--- config.mk ---
export PLATFORM = sky130hd
export DESIGN_NAME = opb_register_simulink2ppc_fifo
export DESIGN_NICKNAME = d
export VERILOG_FILES = /design/src/rtl/opb_s2p_pkg.sv /design/src/rtl/s2p_sync_fifo.sv /design/src/rtl/opb_register_simulink2ppc_fifo.sv
export SDC_FILE = /design/constraint.sdc
export NUM_CORES = 1
export LEC_CHECK = 0
export BUFFER_PORTS_ARGS = -buffer_cell sky130_fd_sc_hd__clkbuf_2
export CAP_MARGIN = 20
export CORE_AREA = 2 2 206 208
export DETAILED_ROUTE_END_ITERATION = 6
export DIE_AREA = 0 0 208 210
export PLACE_DENSITY = 0.73
export SYNTH_ARGS = -nofsm -noshare
export SYNTH_HDL_FRONTEND = slang
export SYNTH_SLANG_ARGS = --single-unit
--- constraint.sdc ---
create_clock -name OPB_Clk -period 5.2 [get_ports OPB_Clk]
set_clock_uncertainty 0.1 [all_clocks]
set_input_delay 1.04 -clock OPB_Clk [delete_from_list [all_inputs] [get_ports OPB_Clk]]
set_output_delay 1.04 -clock OPB_Clk [all_outputs]
set_load 0.03 [all_outputs]
--- src/rtl/opb_s2p_pkg.sv ---
// Shared constants for the Simulink-to-PPC FIFO register window:
// register offsets, STATUS/CTRL bit positions and the bus state encoding.
package opb_s2p_pkg;

    localparam logic [1:0] OFF_DATA   = 2'd0;
    localparam logic [1:0] OFF_STATUS = 2'd1;
    localparam logic [1:0] OFF_CTRL   = 2'd2;
    localparam logic [1:0] OFF_LAST   = 2'd3;

    localparam int ST_EMPTY = 16;
    localparam int ST_FULL  = 17;
    localparam int ST_OVF   = 18;
    localparam int ST_UDF   = 19;

    localparam int CTRL_FLUSH = 0;
    localparam int CTRL_CLEAR = 1;

    typedef enum logic [1:0] {
        S_IDLE = 2'd0,
        S_ACK  = 2'd1,
        S_WAIT = 2'd2
    } bus_state_e;

endpackage

--- src/rtl/s2p_sync_fifo.sv ---
// Single-clock FIFO of 32-bit samples with flush. A pop on a full FIFO frees
// the slot for a push in the same cycle; flush overrides any push.
module s2p_sync_fifo #(
    parameter int FIFO_AW = 4
) (
    input  logic               clk,
    input  logic               rst_n,
    input  logic               push,
    input  logic               pop,
    input  logic               flush,
    input  logic [31:0]        din,
    output logic [31:0]        dout,
    output logic [FIFO_AW:0]   count,
    output logic               full,
    output logic               empty
);

    localparam logic [FIFO_AW:0]   DEPTH   = {1'b1, {FIFO_AW{1'b0}}};
    localparam logic [FIFO_AW:0]   CNT_ONE = {{FIFO_AW{1'b0}}, 1'b1};
    localparam logic [FIFO_AW-1:0] PTR_ONE = {{(FIFO_AW-1){1'b0}}, 1'b1};

    logic [31:0]        mem_q [2**FIFO_AW];
    logic [FIFO_AW-1:0] wr_ptr_q, wr_ptr_d;
    logic [FIFO_AW-1:0] rd_ptr_q, rd_ptr_d;
    logic [FIFO_AW:0]   count_q, count_d;
    logic               wr_en, rd_en;

    assign full  = (count_q == DEPTH);
    assign empty = (count_q == '0);
    assign count = count_q;
    assign dout  = mem_q[rd_ptr_q];

    assign rd_en = pop & ~empty & ~flush;
    assign wr_en = push & ~flush & (~full | rd_en);

    always_comb begin
        wr_ptr_d = wr_ptr_q;
        rd_ptr_d = rd_ptr_q;
        count_d  = count_q;
        if (flush) begin
            wr_ptr_d = '0;
            rd_ptr_d = '0;
            count_d  = '0;
        end else begin
            if (wr_en) wr_ptr_d = wr_ptr_q + PTR_ONE;
            if (rd_en) rd_ptr_d = rd_ptr_q + PTR_ONE;
            case ({wr_en, rd_en})
                2'b10:   count_d = count_q + CNT_ONE;
                2'b01:   count_d = count_q - CNT_ONE;
                default: count_d = count_q;
            endcase
        end
    end

    always_ff @(posedge clk) begin
        if (!rst_n) begin
            wr_ptr_q <= '0;
            rd_ptr_q <= '0;
            count_q  <= '0;
        end else begin
            wr_ptr_q <= wr_ptr_d;
            rd_ptr_q <= rd_ptr_d;
            count_q  <= count_d;
        end
    end

    // Storage is not reset; dout is only consumed when the FIFO is non-empty.
    always_ff @(posedge clk) begin
        if (wr_en) mem_q[wr_ptr_q] <= din;
    end

endmodule

--- src/rtl/opb_register_simulink2ppc_fifo.sv ---
// OPB slave returning user-logic samples to the PPC through a FIFO, with
// STATUS, CTRL (flush / clear sticky) and LAST registers.
//
// state  | meaning
// S_IDLE | waiting for a select that hits the window
// S_ACK  | one-cycle acknowledge; read data driven, side effects applied
// S_WAIT | transfer done, holding off until select drops
module opb_register_simulink2ppc_fifo
    import opb_s2p_pkg::*;
#(
    parameter int                      C_OPB_AWIDTH = 32,
    parameter int                      C_OPB_DWIDTH = 32,
    parameter logic [C_OPB_AWIDTH-1:0] C_BASEADDR   = 32'h010B0100,
    parameter logic [C_OPB_AWIDTH-1:0] C_HIGHADDR   = 32'h010B01FF,
    parameter                          C_FAMILY     = "virtex5",
    parameter int                      FIFO_AW      = 4
) (
    input  logic                      OPB_Clk,
    input  logic                      OPB_Rst_n,
    input  logic [0:C_OPB_AWIDTH-1]   OPB_ABus,
    input  logic [0:C_OPB_DWIDTH/8-1] OPB_BE,
    input  logic [0:C_OPB_DWIDTH-1]   OPB_DBus,
    input  logic                      OPB_RNW,
    input  logic                      OPB_select,
    input  logic                      OPB_seqAddr,
    output logic [0:C_OPB_DWIDTH-1]   Sl_DBus,
    output logic                      Sl_xferAck,
    output logic                      Sl_errAck,
    output logic                      Sl_retry,
    output logic                      Sl_toutSup,
    input  logic [31:0]               user_data_in,
    input  logic                      user_valid,
    output logic                      user_full
);

    bus_state_e       state_q, state_d;
    logic [1:0]       off_q, off_d;
    logic             rnw_q, rnw_d;
    logic [1:0]       ctrl_q, ctrl_d;
    logic             ovf_q, ovf_d;
    logic             udf_q, udf_d;
    logic [31:0]      last_q, last_d;

    logic [31:0]      wdata, fifo_dout, status, rdata;
    logic [FIFO_AW:0] fifo_count;
    logic             fifo_full, fifo_empty;
    logic             hit, ack, data_pop, pop_ok, push_ok, ctrl_wr, flush, clr;
    logic             unused_ok;

    assign wdata     = OPB_DBus;
    assign unused_ok = ^{OPB_BE, OPB_seqAddr, wdata[31:2], C_FAMILY};

    assign hit      = (OPB_ABus >= C_BASEADDR) && (OPB_ABus <= C_HIGHADDR);
    assign ack      = (state_q == S_ACK);
    assign data_pop = ack & rnw_q & (off_q == OFF_DATA);
    assign ctrl_wr  = ack & ~rnw_q & (off_q == OFF_CTRL);
    assign flush    = ctrl_wr & ctrl_q[CTRL_FLUSH];
    assign clr      = ctrl_wr & ctrl_q[CTRL_CLEAR];
    assign pop_ok   = data_pop & ~fifo_empty;
    assign push_ok  = user_valid & ~flush & (~fifo_full | pop_ok);

    s2p_sync_fifo #(.FIFO_AW(FIFO_AW)) u_fifo (
        .clk   (OPB_Clk),
        .rst_n (OPB_Rst_n),
        .push  (user_valid),
        .pop   (data_pop),
        .flush (flush),
        .din   (user_data_in),
        .dout  (fifo_dout),
        .count (fifo_count),
        .full  (fifo_full),
        .empty (fifo_empty)
    );

    always_comb begin
        status                = '0;
        status[FIFO_AW:0]     = fifo_count;
        status[ST_EMPTY]      = fifo_empty;
        status[ST_FULL]       = fifo_full;
        status[ST_OVF]        = ovf_q;
        status[ST_UDF]        = udf_q;
        case (off_q)
            OFF_DATA:   rdata = fifo_empty ? '0 : fifo_dout;
            OFF_STATUS: rdata = status;
            OFF_LAST:   rdata = last_q;
            default:    rdata = '0;
        endcase
    end

    always_comb begin
        state_d = state_q;
        off_d   = off_q;
        rnw_d   = rnw_q;
        ctrl_d  = ctrl_q;
        case (state_q)
            S_IDLE: begin
                if (OPB_select && hit) begin
                    state_d = S_ACK;
                    off_d   = OPB_ABus[C_OPB_AWIDTH-4:C_OPB_AWIDTH-3];
                    rnw_d   = OPB_RNW;
                    ctrl_d  = wdata[1:0];
                end
            end
            S_ACK:   state_d = S_WAIT;
            S_WAIT:  if (!OPB_select) state_d = S_IDLE;
            default: state_d = S_IDLE;
        endcase
    end

    // A new overflow/underflow event beats a clear in the same cycle.
    always_comb begin
        ovf_d  = (clr ? 1'b0 : ovf_q) | (user_valid & ~flush & fifo_full & ~pop_ok);
        udf_d  = (clr ? 1'b0 : udf_q) | (data_pop & fifo_empty);
        last_d = push_ok ? user_data_in : last_q;
    end

    always_ff @(posedge OPB_Clk) begin
        if (!OPB_Rst_n) begin
            state_q <= S_IDLE;
            off_q   <= '0;
            rnw_q   <= 1'b0;
            ctrl_q  <= '0;
            ovf_q   <= 1'b0;
            udf_q   <= 1'b0;
            last_q  <= '0;
        end else begin
            state_q <= state_d;
            off_q   <= off_d;
            rnw_q   <= rnw_d;
            ctrl_q  <= ctrl_d;
            ovf_q   <= ovf_d;
            udf_q   <= udf_d;
            last_q  <= last_d;
        end
    end

    assign Sl_xferAck = ack;
    assign Sl_DBus    = (ack && rnw_q) ? rdata : '0;
    assign Sl_errAck  = 1'b0;
    assign Sl_retry   = 1'b0;
    assign Sl_toutSup = 1'b0;
    assign user_full  = fifo_full;

endmodule

## Yosys cells after proc, flatten, opt, wreduce, memory -nomap -nowiden

Memory sizes are Yosys's and may differ from the RTL's. A register that Yosys moved wholly into a read port is not among the register bits.
Cells that the tools add are included.

| word-level totals | value |
|---|---|
| bits in registers | 54 |
| memory bits (writable) | 512 |
| input bits | 106 |
| output and inout bits | 37 |
| logic and storage cells | 74 |
| memories kept | 1 |

Memory list:

| memory | depth | width | rd ports | clocked after memory_dff | wr ports | line | source |
|---|---|---|---|---|---|---|---|
| u_fifo.mem_q | 16 | 32 | 1 | 1 | 1 | s2p_sync_fifo.sv:22 | `logic [31:0] mem_q [2**FIFO_AW];` |

| operators by class | value |
|---|---|
| $add $sub $neg | 4 |
| $lt $le $gt $ge | 2 |
| equal/unequal tests | 10 |
| multiplexer cells | 13 |
| bitwise logic cells | 24 |
| reduce and logical (&&, ||, !) cells | 10 |

Operator list:

| cell | number |
|---|---|
| $pmux W32 S3 | 1 |
| $mux W32 | 2 |
| $ge A32 B25 Y1 const B | 1 |
| $le A32 B25 Y1 const B | 1 |
| $and A1 B1 Y1 | 14 |
| $pmux W5 S2 | 1 |
| $add A4 B1 Y4 const B | 2 |
| $eq A2 B2 Y1 const B | 4 |
| $mux W4 | 2 |
| $eq A2 B1 Y1 const B | 3 |
| $not A1 Y1 | 6 |
| $pmux W2 S3 | 1 |
| $add A5 B1 Y5 const B | 1 |
| $eq A5 B5 Y1 const B | 1 |
| $logic_not A5 Y1 | 1 |
| $sub A5 B1 Y5 const B | 1 |
| $logic_not A2 Y1 | 2 |
| $mux W1 | 4 |
| $mux W2 | 2 |
| $ne A2 B2 Y1 const B | 2 |
| $or A1 B1 Y1 | 4 |
| $reduce_and A2 Y1 | 2 |
| $logic_and A1 B1 Y1 | 3 |
| $reduce_bool A2 Y1 | 1 |
| $reduce_or A2 Y1 | 1 |

## Logic depth before layout (Yosys ltp)

Gate-level depths: netlist of the first run.

| depth | value |
|---|---|
| depth after elaboration | 10 |
| gate-level depth with buffers | 10 |
| mapped depth without buffers | 9 |

## Cells and area by module

From an unflattened synthesis of the first run, not the netlist that was laid out.

| second synthesis, totals | value |
|---|---|
| cells, all modules | 1191 |
| area total of the unflattened synthesis | 22494.1 um^2 |

Modules (own cells, without submodules):

| module | instances | cells an instance | area each (um^2) |
|---|---|---|---|
| s2p_sync_fifo | 1 | 924 | 20245.7 |
| opb_register_simulink2ppc_fifo | 1 | 267 | 2248.4 |

## Worst setup path before layout of the first run

Ideal clock, no wire load.

| timing | value |
|---|---|
| kind | input to register |
| start point | input port user_valid |
| end point | memory u_fifo.mem_q[3][0], enable pin |
| data arrival time | 3766 ps |
| setup slack | 873 ps |
| stages on the path | 4 |
| path through | inv_1 -> a31oi_2 -> nand3_1 -> nor3_1 |

| between the ends | value |
|---|---|
| cells in the longest elaborated chain, start to end | 4 |

RTL lines:

| what | line | source |
|---|---|---|
| start, declared | opb_register_simulink2ppc_fifo.sv:32 | `input logic user_valid,` |
| $and A1 B1 Y1 (2 in a row) | s2p_sync_fifo.sv:34 | `assign wr_en = push & ~flush & (~full \| rd_en);` |
| $mux W1 | s2p_sync_fifo.sv:69 | `if (wr_en) mem_q[wr_ptr_q] <= din;` |
| $mux W1 (implied by the code) | s2p_sync_fifo.sv:69 |  |
| end, declared | s2p_sync_fifo.sv:22 |  |

Every way passes these cells.

==> run_results.csv, run 1 <==
group,metric,value,unit
status,status,"finished, final reports clean",
yosys,ys_types,52,
yosys,synth-seq-cells,570,
routing,drcViolationCount,0,
setup_path,worstPathCellList,"buf_12 > mux4_2 > nor2b_1 > a211oi_1 > a21oi_1 > a22o_1 > clkbuf_2",
run,cap_violations,0,
yosys,synth_top_cell_by_area,"edfxtp_1",
yosys,synth_top_family_by_area,"multiplexers",
die,start_util,0.542,
die,die_area,43700,µm²
global_route,grt_use_total,0.231,
min_path,hold_class,"flop to flop",
timing,rsz0062_at_grt,"false",
power_and_ir_drop,powerDensity,369,nW/µm²
global_route,grt_pass1_vias,11862,
die,dieHeight,210,µm
setup_path,slowest_stage,"dfxtp_4",
global_route,grt_pass1_wl,74.5,mm
routing,drt_wl_total,49.8,mm
place,gp_congestion,0.745,
layout,drive_gt1_frac,0.290,
setup_path,path_class,"flop to output pin",
yosys,synth_compound_area_frac,0.0452,
layout,fin_nets,1425,
routing,routedWlPerCell,26.2,µm
cts,root_buffer,"clkbuf_16",
layout,diodes,0,
global_route,grt_max_degree,65,
global_route,antenna_found_initial,0,
die,coreArea,41500,µm²
setup_path,crit_required,4.06,ns
yosys,synth.top_cell.area_share,0.684,
setup_path,worstSetupEndpointType,"output pin",
yosys,syn_inst,1176,
routing,first_pass_iters,5,
timing,post-route-period-util,0.836,
cts,clk_latency,0.62,ns
yosys,async_flop_share,0,
timing,fmax,230,MHz
layout,final_core_util,0.617,
place,post-place-ws,1.39,ns
die,rows,75,
yosys,synth-seq-area-share,0.735,
die,io_pins,143,
yosys,syn_avg_cell_area,19.1,µm²
routing,via_per_inst,6.11,
setup_path,cp.arrival,3.21,ns
power_and_ir_drop,power.leakage,0.00826,µW
routing,num_vias,11593,
place,dpl.hpwl,27.0,mm
cts,cts_buffer_depth,3,
timing,maxSlewViolCount,0,
yosys,synth_edf_count,512,
layout,syn2layout_area_growth,13.9,%
routing,ant_nets,0,
yosys,synth-main-ff-cell,"edfxtp_1",
timing,worst_slew_pin_slew,1.12,ns
yosys,synthTopCellsByCount,"512 x edfxtp_1, 128 x mux4_2, 76 x nand2_1, 58 x dfxtp_1, 45 x mux2i_1",
yosys,synth-xor-area-share,0.00312,
global_route,gr-total-overflow,0,
cts,cts_htree_levels,2,
setup_path,crit_fanout,30,
yosys,synth.area.top_cells,"edfxtp_1 68%, mux4_2 13%, dfxtp_1 5.2%, mux2i_1 2.0%, nand2_1 1.3%",
timing,fin_ws,0.853,ns
yosys,muxShareOfSynthArea,0.153,
yosys,synth.most_common_cell,"edfxtp_1",
timing,post-route-min-period,4.35,ns
die,die_w,208,µm
yosys,yosys.area_share.simple,0.0408,
cts,postCtsSetupBuffers,0,
timing,finalSetupTns,0,ns
cts,cts_resized,0,
place,portBuffers,98,
layout,fillers,2881,
yosys,syn_area,22500,µm²
cts,cts_hold_buffers,0,
timing,hold_viol,0,
yosys,yosys_warnings,0,
yosys,synth_adder_area_share,0.00534,
cts,cts_tree,"built",
timing,timing.final.setup_violations,0,
cts,cts_made_buffers,57,
timing,relSlewSlack,0.255,
cts,clkTransAtPathRegs,0.06,ns
routing,first_iter_violations,1192,
cts,cts_sinks,570,
setup_path,max_stage_delay,0.75,ns
power_and_ir_drop,ir_drop,0.281,mV
setup_path,cp-start-kind,"flop",
-- final cells by class --
cell class | count | area [µm²] | share of cell area
flip-flops and latches | 570 | 16500 | 0.646
repair buffers | 143 | 891 | 0.0348
clock buffers | 73 | 1520 | 0.0592
inverters | 9 | 33.8 | 0.00132
multi-input cells | 529 | 5600 | 0.219
well taps | 539 | 674 | 0.0263
clock inverters | 34 | 343 | 0.0134
-- layer usage --
metal,wire length (µm),GRT usage,vias to the layer above
li1,-,-,5016
met1,20400,0.325,6014
met2,24700,0.384,479
met3,3620,0.0329,84
met4,1110,0.0680,0
met5,0,0,-
-- power by group --
group / internal (µW) / total (µW) / switching [µW] / leakage [µW]
registers: 5050 / 5080 / 26.5 / 0.00510
clock network: 2360 / 4080 / 1720 / 0.000918
logic: 95.8 / 278 / 182 / 0.00223
-- critical path: cells and delay by family (launching register included) --
family,cells,cell delay [ns]
compound gates,3,0.65
mux,1,0.52
buf+inv,2,0.53
flops,1,0.75
simple gates,1,0.14
-- through the flow --
stage | power [µW] | cell area, µm² | std cells | hold slack, ns
2_1_floorplan | 5320 | 22500 | 1178 | 0.335
3_3_place_gp | 5440 | 23700 | 1790 | 0.341
3_5_place_dp | 5450 | 23700 | 1790 | 0.345
4_1_cts | 9490 | 25600 | 1897 | 0.355
5_1_grt | 9700 | 25600 | 1897 | 0.369
6_report | 9440 | 25600 | 1897 | 0.354
-- cell usage in the layout, fill, tap and decap left out, types with 23 or more instances in the layout --
cell | Yosys | routed
mux4_2 | 128 | 128
buf_4 | 12 | 40
dfxtp_1 | 58 | 54
a211oi_1 | 25 | 25
clkbuf_2 | 0 | 98
nand2_1 | 76 | 76
clkbuf_16 | 0 | 57
edfxtp_1 | 512 | 512
a22o_1 | 23 | 23
mux2i_1 | 45 | 45
nor2b_1 | 34 | 33
a21oi_1 | 42 | 42
-- kinds of logic (layout without fill, tap and decap cells) --
group,count (synthesis),count (layout)
xor+xnor,8,8
flops,570,570
mux,182,182
compound gates,144,144
other cells,1,3
fa+ha+maj,9,9
simple gates,183,183
buf+inv,79,259
-- worst paths after layout --
kind                   start            endpoint  slack (ns)  cells after the start
hold reg to reg   last_q[17]          last_q[17]        0.35                      2
setup / recovery        flop         Sl_DBus[24]        0.85                      7
hold / removal    last_q[17]          last_q[17]        0.35                      2
setup reg to reg    off_q[1]  u_fifo.mem_q[6][2]        1.59                      5
-- flip-flops by register name, summed over array words and instances, names as in the netlist, named ones only --
signal / flops
state_q: 2
rnw_q: 1
udf_q: 1
ctrl_q: 2
u_fifo.count: 5
u_fifo.wr_ptr_q: 4
u_fifo.rd_ptr_q: 4
u_fifo.mem_q: 512
ovf_q: 1
off_q: 2
last_q: 32
Note: power is estimated with default switching activity, not from simulation.
==> inputs of run 2 (changes only) <==
Clock period 5.2 ns to 4.4 ns, I/O delays scaled along.
==> run 2 against run 1 <==
Largest power group unchanged. Sequential power rose by 18%. Worst setup slack got worse by 0.46 ns. Design area barely moved. Clock-buffer cell count rose by 9. Cell count barely moved. Non-clock buffer count rose by 1. Register-to-register slack got worse by 0.34 ns. Routed wire length fell by 5.1%. First-iteration DRC count fell by 4.0%.
==> run_results.csv, run 2 (synthesized netlist as in run 1, its figures left out) <==
group,metric,value,unit
global_route,gr-total-overflow,0,
power_and_ir_drop,powerDensity,428,nW/µm²
global_route,antenna_found_initial,0,
setup_path,max_stage_delay,0.56,ns
power_and_ir_drop,total_power,11000,µW
power_and_ir_drop,p_int,8760,µW
timing,post-route-min-period,4.00,ns
layout,fin_nets,1425,
timing,hold_viol,0,
routing,num_vias,11481,
global_route,grt_pass1_wl,71.8,mm
routing,routedWlPerCell,24.9,µm
layout,multi_input_area,5600,µm²
die,io_pins,143,
die,dieHeight,210,µm
die,die_w,208,µm
timing,post-route-period-util,0.910,
die,rows,75,
setup_path,worstSetupEndpointType,"output pin",
setup_path,worstPathCellList,"buf_12 > buf_4 > mux4_2 > mux2i_1 > a21oi_1 > a22o_1 > clkbuf_2",
power_and_ir_drop,switching_power,2190,µW
cts,postCtsSetupBuffers,0,
global_route,grt_pass1_vias,11762,
timing,fmax,250,MHz
cts,cts_hold_buffers,0,
power_and_ir_drop,swShare,0.200,
routing,first_iter_violations,1144,
cts,root_buffer,"clkbuf_16",
layout,seq_area,16500,µm²
layout,drive_gt1_frac,0.285,
setup_path,reg2reg_from,"off_q[1]",
cts,cts_made_buffers,56,
routing,first_pass_iters,5,
cts,clkTransAtPathRegs,0.06,ns
global_route,grt_use_total,0.220,
layout,largest_reg_flops,512,
timing,fin_ws,0.395,ns
die,start_util,0.542,
min_path,hold_class,"flop to flop",
power_and_ir_drop,power.leakage,0.00823,µW
place,gp_congestion,0.755,
cts,cts_buffer_depth,3,
power_and_ir_drop,seq_power_share,0.548,
setup_path,cp.arrival,3.02,ns
place,portBuffers,98,
die,die_area,43700,µm²
status,status,"finished, final reports clean",
place,dpl.hpwl,27.7,mm
layout,largest-register,"u_fifo.mem_q",
run,cap_violations,0,
setup_path,cp-start-kind,"flop",
setup_path,path_class,"flop to output pin",
power_and_ir_drop,pwr-share-clk,0.422,
layout,finalInstanceArea,25600,µm²
power_and_ir_drop,ir_drop,0.338,mV
cts,clk_latency,0.60,ns
global_route,grt_max_degree,45,
min_path,hp-start,"last_q[23]",
cts,cts_sinks,570,
cts,cts_htree_levels,2,
timing,relSlewSlack,0.283,
place,post-place-ws,0.951,ns
timing,rsz0062_at_grt,"false",
setup_path,slowest_stage,"mux4_2",
cts,cts_tree,"built",
layout,diodes,0,
routing,drcViolationCount,0,
layout,final_common_cell,"edfxtp_1",
power_and_ir_drop,pwr-share-comb,0.030,
timing,timing.final.setup_violations,0,
setup_path,crit_fanout,23,
setup_path,crit_required,3.42,ns
cts,cts_resized,0,
timing,finalSetupTns,0,ns
die,coreArea,41500,µm²
setup_path,worst-path-buf-inv,3,
layout,layout_common_cells,"512 x edfxtp_1, 128 x mux4_2, 98 x clkbuf_2, 76 x nand2_1, 58 x clkbuf_16",
routing,drt_wl_total,47.2,mm
setup_path,cp_top_family,"buffers and inverters",
routing,ant_nets,0,
timing,maxSlewViolCount,0,
timing,worst_slew_pin_slew,1.08,ns
place,placed_area,23800,µm²
layout,fillers,2864,
routing,via_per_inst,6.06,
layout,syn2layout_area_growth,14.0,%
-- run 2: changes by cell type in the layout (fill, tap and decap cells not counted) --
cell and change:
clkbuf_1 +6, buf_4 -5, inv_6 -2, clkinv_8 -1
bufinv_16 -3, clkbuf_16 +1, buf_12 +6, clkinv_4 +1
clkbuf_8 +2, clkinvlp_4 +1, clkinv_2 -7
-- run 2: through the flow --
step | util | hold slack [ns] | std cells
final | 0.618 | 0.354 | 1896
after floorplan | - | 0.335 | 1178
after detailed placement | 0.575 | 0.345 | 1791
after CTS | 0.618 | 0.353 | 1896
after global placement | 0.575 | 0.341 | 1791
after global routing | 0.618 | 0.368 | 1896
-- run 2: layer usage --
| layer | wire length (µm) | track usage | vias to the layer above |
|---|---|---|---|
| met2 | 23000 | 0.354 | 413 |
| met5 | 0 | 0 | - |
| met4 | 898 | 0.0553 | 0 |
| li1 | - | - | 5026 |
| met1 | 20100 | 0.317 | 5967 |
| met3 | 3200 | 0.0410 | 75 |
-- run 2: layout make-up --
cell class,count,share of cell area
inverter,9,0.00132
timing repair buffer,144,0.0380
sequential,570,0.646
multi-input combinational,529,0.219
clock inverter,23,0.00781
clock buffer,82,0.0621
tap,539,0.0263
-- run 2: final timing paths --
kind,endpoint,slack [ns],cells after the start
max,Sl_DBus[8],0.40,7
min,last_q[23],0.35,2
max reg2reg,u_fifo.mem_q[5][8],1.25,5
min reg2reg,last_q[23],0.35,2
-- run 2: tightest hold or removal path, stage by stage, from the launching register on --
cell,delay (ns)
dfxtp_1,0.31
nand2_1,0.05
a21boi_1,0.05
-- run 2: power by group through the flow --
| stage | registers (µW) | logic (µW) | clock network (µW) |
|---|---|---|---|
| after floorplan | 6110 | 173 | 0 |
| after global placement | 6110 | 319 | 0 |
| after detailed placement | 6120 | 332 | 0 |
| after CTS | 6000 | 334 | 4690 |
| after global routing | 6010 | 364 | 4890 |
| final | 6000 | 329 | 4630 |
